--- src/rtl/life_engine.sv ---
// Game-of-Life generation engine for an 8x8 board.
// Computes one row per clock into a shadow grid, then commits atomically.
module life_engine #(
    parameter bit WRAP  = 1'b1,
    parameter int GEN_W = 16
) (
    input  logic             clk,
    input  logic             _rst,
    input  logic             step,
    input  logic             load,
    input  logic [2:0]       load_row,
    input  logic [7:0]       load_data,
    output logic [63:0]      grid,
    output logic             busy,
    output logic             done,
    output logic [GEN_W-1:0] gen,
    output logic             still,
    output logic             extinct
);

    localparam logic [1:0] S_IDLE   = 2'd0;
    localparam logic [1:0] S_CALC   = 2'd1;
    localparam logic [1:0] S_COMMIT = 2'd2;

    logic [1:0]       state_q, state_d;
    logic [63:0]      cur_q;
    logic [63:0]      nxt_q;
    logic [2:0]       r_q;
    logic [GEN_W-1:0] gen_q;
    logic             still_q;
    logic             done_q;
    logic [7:0]       row_d;

    function automatic logic cell_next(
        input logic [63:0] g,
        input logic [2:0]  r,
        input int          c
    );
        logic [3:0] n;
        int         rr;
        int         cc;
        logic       alive;
        n = 4'd0;
        for (int dr = -1; dr <= 1; dr++) begin
            for (int dc = -1; dc <= 1; dc++) begin
                rr = int'(r) + dr;
                cc = c + dc;
                if (WRAP) begin
                    rr = rr & 7;
                    cc = cc & 7;
                end
                if ((dr != 0 || dc != 0) &&
                    rr >= 0 && rr <= 7 && cc >= 0 && cc <= 7) begin
                    n = n + {3'b000, g[6'(rr * 8 + cc)]};
                end
            end
        end
        alive = g[6'(int'(r) * 8 + c)];
        return (n == 4'd3) || (alive && n == 4'd2);
    endfunction

    for (genvar c = 0; c < 8; c++) begin : g_col
        assign row_d[c] = cell_next(cur_q, r_q, c);
    end

    always_comb begin
        state_d = state_q;
        case (state_q)
            S_IDLE:   if (!load && step) state_d = S_CALC;
            S_CALC:   if (r_q == 3'd7) state_d = S_COMMIT;
            S_COMMIT: state_d = S_IDLE;
            default:  state_d = S_IDLE;
        endcase
    end

    always_ff @(posedge clk or negedge _rst) begin
        if (!_rst) begin
            state_q <= S_IDLE;
            cur_q   <= '0;
            nxt_q   <= '0;
            r_q     <= '0;
            gen_q   <= '0;
            still_q <= 1'b0;
            done_q  <= 1'b0;
        end else begin
            state_q <= state_d;
            done_q  <= (state_q == S_COMMIT);
            case (state_q)
                S_IDLE: begin
                    if (load) begin
                        cur_q[{load_row, 3'b000} +: 8] <= load_data;
                        gen_q   <= '0;
                        still_q <= 1'b0;
                    end else if (step) begin
                        r_q <= '0;
                    end
                end
                S_CALC: begin
                    nxt_q[{r_q, 3'b000} +: 8] <= row_d;
                    r_q <= r_q + 3'd1;
                end
                S_COMMIT: begin
                    cur_q   <= nxt_q;
                    still_q <= (nxt_q == cur_q);
                    gen_q   <= gen_q + 1'b1;
                end
                default: ;
            endcase
        end
    end

    assign grid    = cur_q;
    assign busy    = (state_q != S_IDLE);
    assign done    = done_q;
    assign gen     = gen_q;
    assign still   = still_q;
    assign extinct = ~|cur_q;

endmodule

--- config.mk ---
export PLATFORM = sky130hd
export DESIGN_NAME = life_engine
export DESIGN_NICKNAME = d
export VERILOG_FILES = /design/src/rtl/life_engine.sv
export SDC_FILE = /design/constraint.sdc
export NUM_CORES = 1
export LEC_CHECK = 0
export ABC_AREA = 1
export BUFFER_PORTS_ARGS = -buffer_cell sky130_fd_sc_hd__buf_2
export CORE_MARGIN = 2
export CORE_UTILIZATION = 55
export CTS_CLUSTER_SIZE = 28
export DETAILED_ROUTE_END_ITERATION = 6
export HOLD_SLACK_MARGIN = 0.06
export PLACE_DENSITY_LB_ADDON = 0.05
export SLEW_MARGIN = 20
export SYNTH_ARGS = -nofsm -noshare
export SYNTH_HDL_FRONTEND = slang
export SYNTH_SLANG_ARGS = --single-unit
--- constraint.sdc ---
create_clock -name clk -period 8.6 [get_ports clk]
set_clock_uncertainty 0.05 [all_clocks]
set_input_delay 0.43 -clock clk [delete_from_list [all_inputs] [get_ports clk]]
set_output_delay 0.43 -clock clk [all_outputs]
set_load 0.02 [all_outputs]
==> results by group <==
Cells and area
  • Diode count: 0
  • Area Growth Syn to Fin: 10.45%
  • Share of cells above drive strength 1: 10.92%
  • Core Util, Final: 61.24%
  • Layout Nets: 2102

Floorplanning
  • IO Pins: 99
  • CORE AREA: 0.02411 mm^2
  • Width of the die: 159.9 um
  • Row Count: 57
  • Die area: 0.02557 mm^2
  • Initial Util: 55.45%
  • Die Span Y: 159.9 um

CTS
  • Clock transition at path regs: 70 ps
  • CTS tree: built
  • Clk sinks: 151
  • Hold_buf cts: 1
  • # resized after CTS: 0
  • CTS buffer count: 17
  • Setup Buffers After CTS: 0
  • H-tree depth: 4
  • Worst-Skew Late Latency: 440 ps
  • Clock Path Buffers: 2
  • Clk root buf: clkbuf_16

STA
  • Unrepaired setup endpoints after global routing: no
  • Final Hold Viols: 0
  • Fmax: 134.2 MHz
  • Hold_ws: 279.8 ps
  • # setup viols final: 0
  • Fin crit share: 86.62%
  • Final Max Slew Viols: 0
  • Setup tns final: 0 ps
  • Slew @ Worst Pin: 1009 ps
  • Final worst path period need: 7450 ps
  • Relative slew slack: 32.02%

Run status
  • Failing checks: DRC
  • Status: finished with violations

Yosys
  • Compound-Gate Fraction of Synth Area: 17.18%
  • Synthesized area per cell: 7.017 um^2
  • Post-Synth Simple-Gate Area: 27.17%
  • Post-synthesis async set-or-reset flop share: 100.0%
  • Adder-Cell Fraction of Synth Area: 10.58%
  • Yosys reg bits: 151
  • Synth Warn #: 0
  • Largest family of logic cells by synthesized area: simple AND/OR/NAND/NOR gates
  • Post-synth top flop: dfrtp_1
  • XOR/XNOR share of the synthesized area: 6.225%
  • Syn_nets: 2033
  • EDFF count, synth: 0
  • Syn Inst Count: 1905
  • Mux contribution to synthesized area: 0.9922%
  • Synthesized area: 0.01337 mm^2
  • Sequential share of the synthesized area: 28.27%
  • Unique masters post-synth: 61

Setup path
  • Crit-path max cell delay: 680 ps
  • Register-to-register setup slack: 1150 ps
  • Top delay family on crit path: adder cells
  • CP Buf/Inv Count: 7
  • CP most frequent cell: ha_1
  • Critical R2R Capture: nxt_q[19]
  • Crit-path slowest cell: dfrtp_1
  • Worst path arrival time: 7770 ps
  • Critical path class: flip-flop to flip-flop
  • CP Data Required Time: 8920 ps
  • CP startpoint kind: flip-flop
  • Crit path depth: 32
  • Max FO, Critical Path: 27
  • Reg2reg path depth: 32
  • R2r startpoint: r_q[2]
  • Crit path capture type: flip-flop

Min path
  • Worst Hold End: state_q[0]
  • Hold Crit Depth: 3
  • Tightest Hold Check Type: input pin to flip-flop
  • Hold Path Origin: step

Drt
  • Detail Route Antenna Nets: 0
  • Per-cell routed wire length: 21.26 um
  • Via/cell ratio: 6.065
  • Pre-antenna DRT Iters: 7
  • Total wire length: 49130 um
  • Drt initial violations: 1456
  • Drc violations: 2
  • Routed via count: 14020

Run
  • Max-Cap Viols: 0

Place
  • Final RePlAce weighted congestion: 0.9970
  • Dpl hpwl: 37490 um
  • Number of port buffers: 98

Global routing
  • Global-route wire length before repair: 75040 um
  • Vias in the first global route: 13170
  • Pin count of the biggest net entering global routing: 105
  • GRT Total Usage: 38.12%
  • Initial antenna violation count: 1
  • GR Overflow Total: 0
-- logic make-up after synthesis --
logic type | count (synthesis)
AND/OR/NAND/NOR | 843
flip-flops | 151
adder cells (fa/ha/maj) | 113
AO/OA/AOI/OAI | 381
buffers and inverters | 321
XOR/XNOR | 83
multiplexers | 13
-- cell usage in the layout, fill, tap and decap left out, types with 4 or more instances in the layout --
cell,n
a21oi_1,100
a21oi_2,10
a221oi_1,9
buf_2,97
buf_4,23
clkbuf_16,17
dfrtp_1,150
ha_1,113
inv_1,239
inv_2,7
inv_6,6
mux2i_1,11
nand2_1,380
nand2_2,7
nand3_1,135
nand4_1,26
nor2_1,226
nor3_1,14
nor4_1,26
o211ai_1,15
o21ai_0,134
o21ai_1,18
o221ai_1,35
o22ai_1,25
o311ai_0,5
or4_1,4
xnor2_1,32
xor2_1,37
xor2_2,13
-- synthesized netlist by cell type, types with 26 or more instances --
| cell | count | area share, % |
|---|---|---|
| xnor2_1 | 32 | 2.1 |
| a21oi_1 | 100 | 3.7 |
| o21ai_0 | 134 | 5.0 |
| nand4_1 | 26 | 1.2 |
| nand3_1 | 135 | 5.1 |
| ha_1 | 113 | 11 |
| nor4_1 | 26 | 1.2 |
| nand2_1 | 380 | 11 |
| nor2_1 | 228 | 6.4 |
| xor2_1 | 37 | 2.4 |
| dfrtp_1 | 151 | 28 |
| clkbuf_1 | 34 | 0.95 |
| o221ai_1 | 35 | 2.3 |
| inv_1 | 239 | 6.7 |
-- worst min-delay path, stage by stage --
cell and delay (ps):
buf_2 100, nand3_1 110, o22ai_1 80
-- metrics by stage --
stage / instance area (um^2) / cells / worst slack [ps]
6_report: 14760 / 2311 / 1150
5_1_grt: 14760 / 2311 / 685.3
4_1_cts: 14740 / 2310 / 1225
3_5_place_dp: 14110 / 2277 / 1250
3_3_place_gp: 14110 / 2277 / 1352
2_1_floorplan: 13370 / 1905 / 1925
-- state kept, by name, indices dropped and copies added (netlist names) --
register	flops
still	1
r_q	3
grid	64
gen	16
state_q	2
nxt_q	64
done	1
-- worst max path at each step --
| stage | start | to | slack [ps] |
|---|---|---|---|
| 2_1_floorplan | r_q[0] | nxt_q[21] | 1920 |
| 3_3_place_gp | r_q[2] | nxt_q[51] | 1350 |
| 3_5_place_dp | r_q[2] | nxt_q[19] | 1250 |
| 4_1_cts | r_q[2] | nxt_q[19] | 1230 |
| 5_1_grt | r_q[2] | nxt_q[11] | 690 |
| 6_report | r_q[2] | nxt_q[19] | 1150 |
-- metal layers --
metal  routed length, um  track usage [%]
met4                2913            19.90
met5                  11                0
met3                4769            6.545
met2               22410            62.65
met1               19020            48.35
-- area by class of cell --
type	count	area [um^2]
clock buffer	18	429.2
clock inverter	14	188.9
fill	2318	9343
inverter	248	930.9
multi-input combinational	1433	8322
sequential	151	3780
tap	324	405.4
timing repair buffer	123	706.9
Power is left out: the tool's default activity adds up to more than one toggle a clock period on the data nets, which glitch-free logic cannot reach.
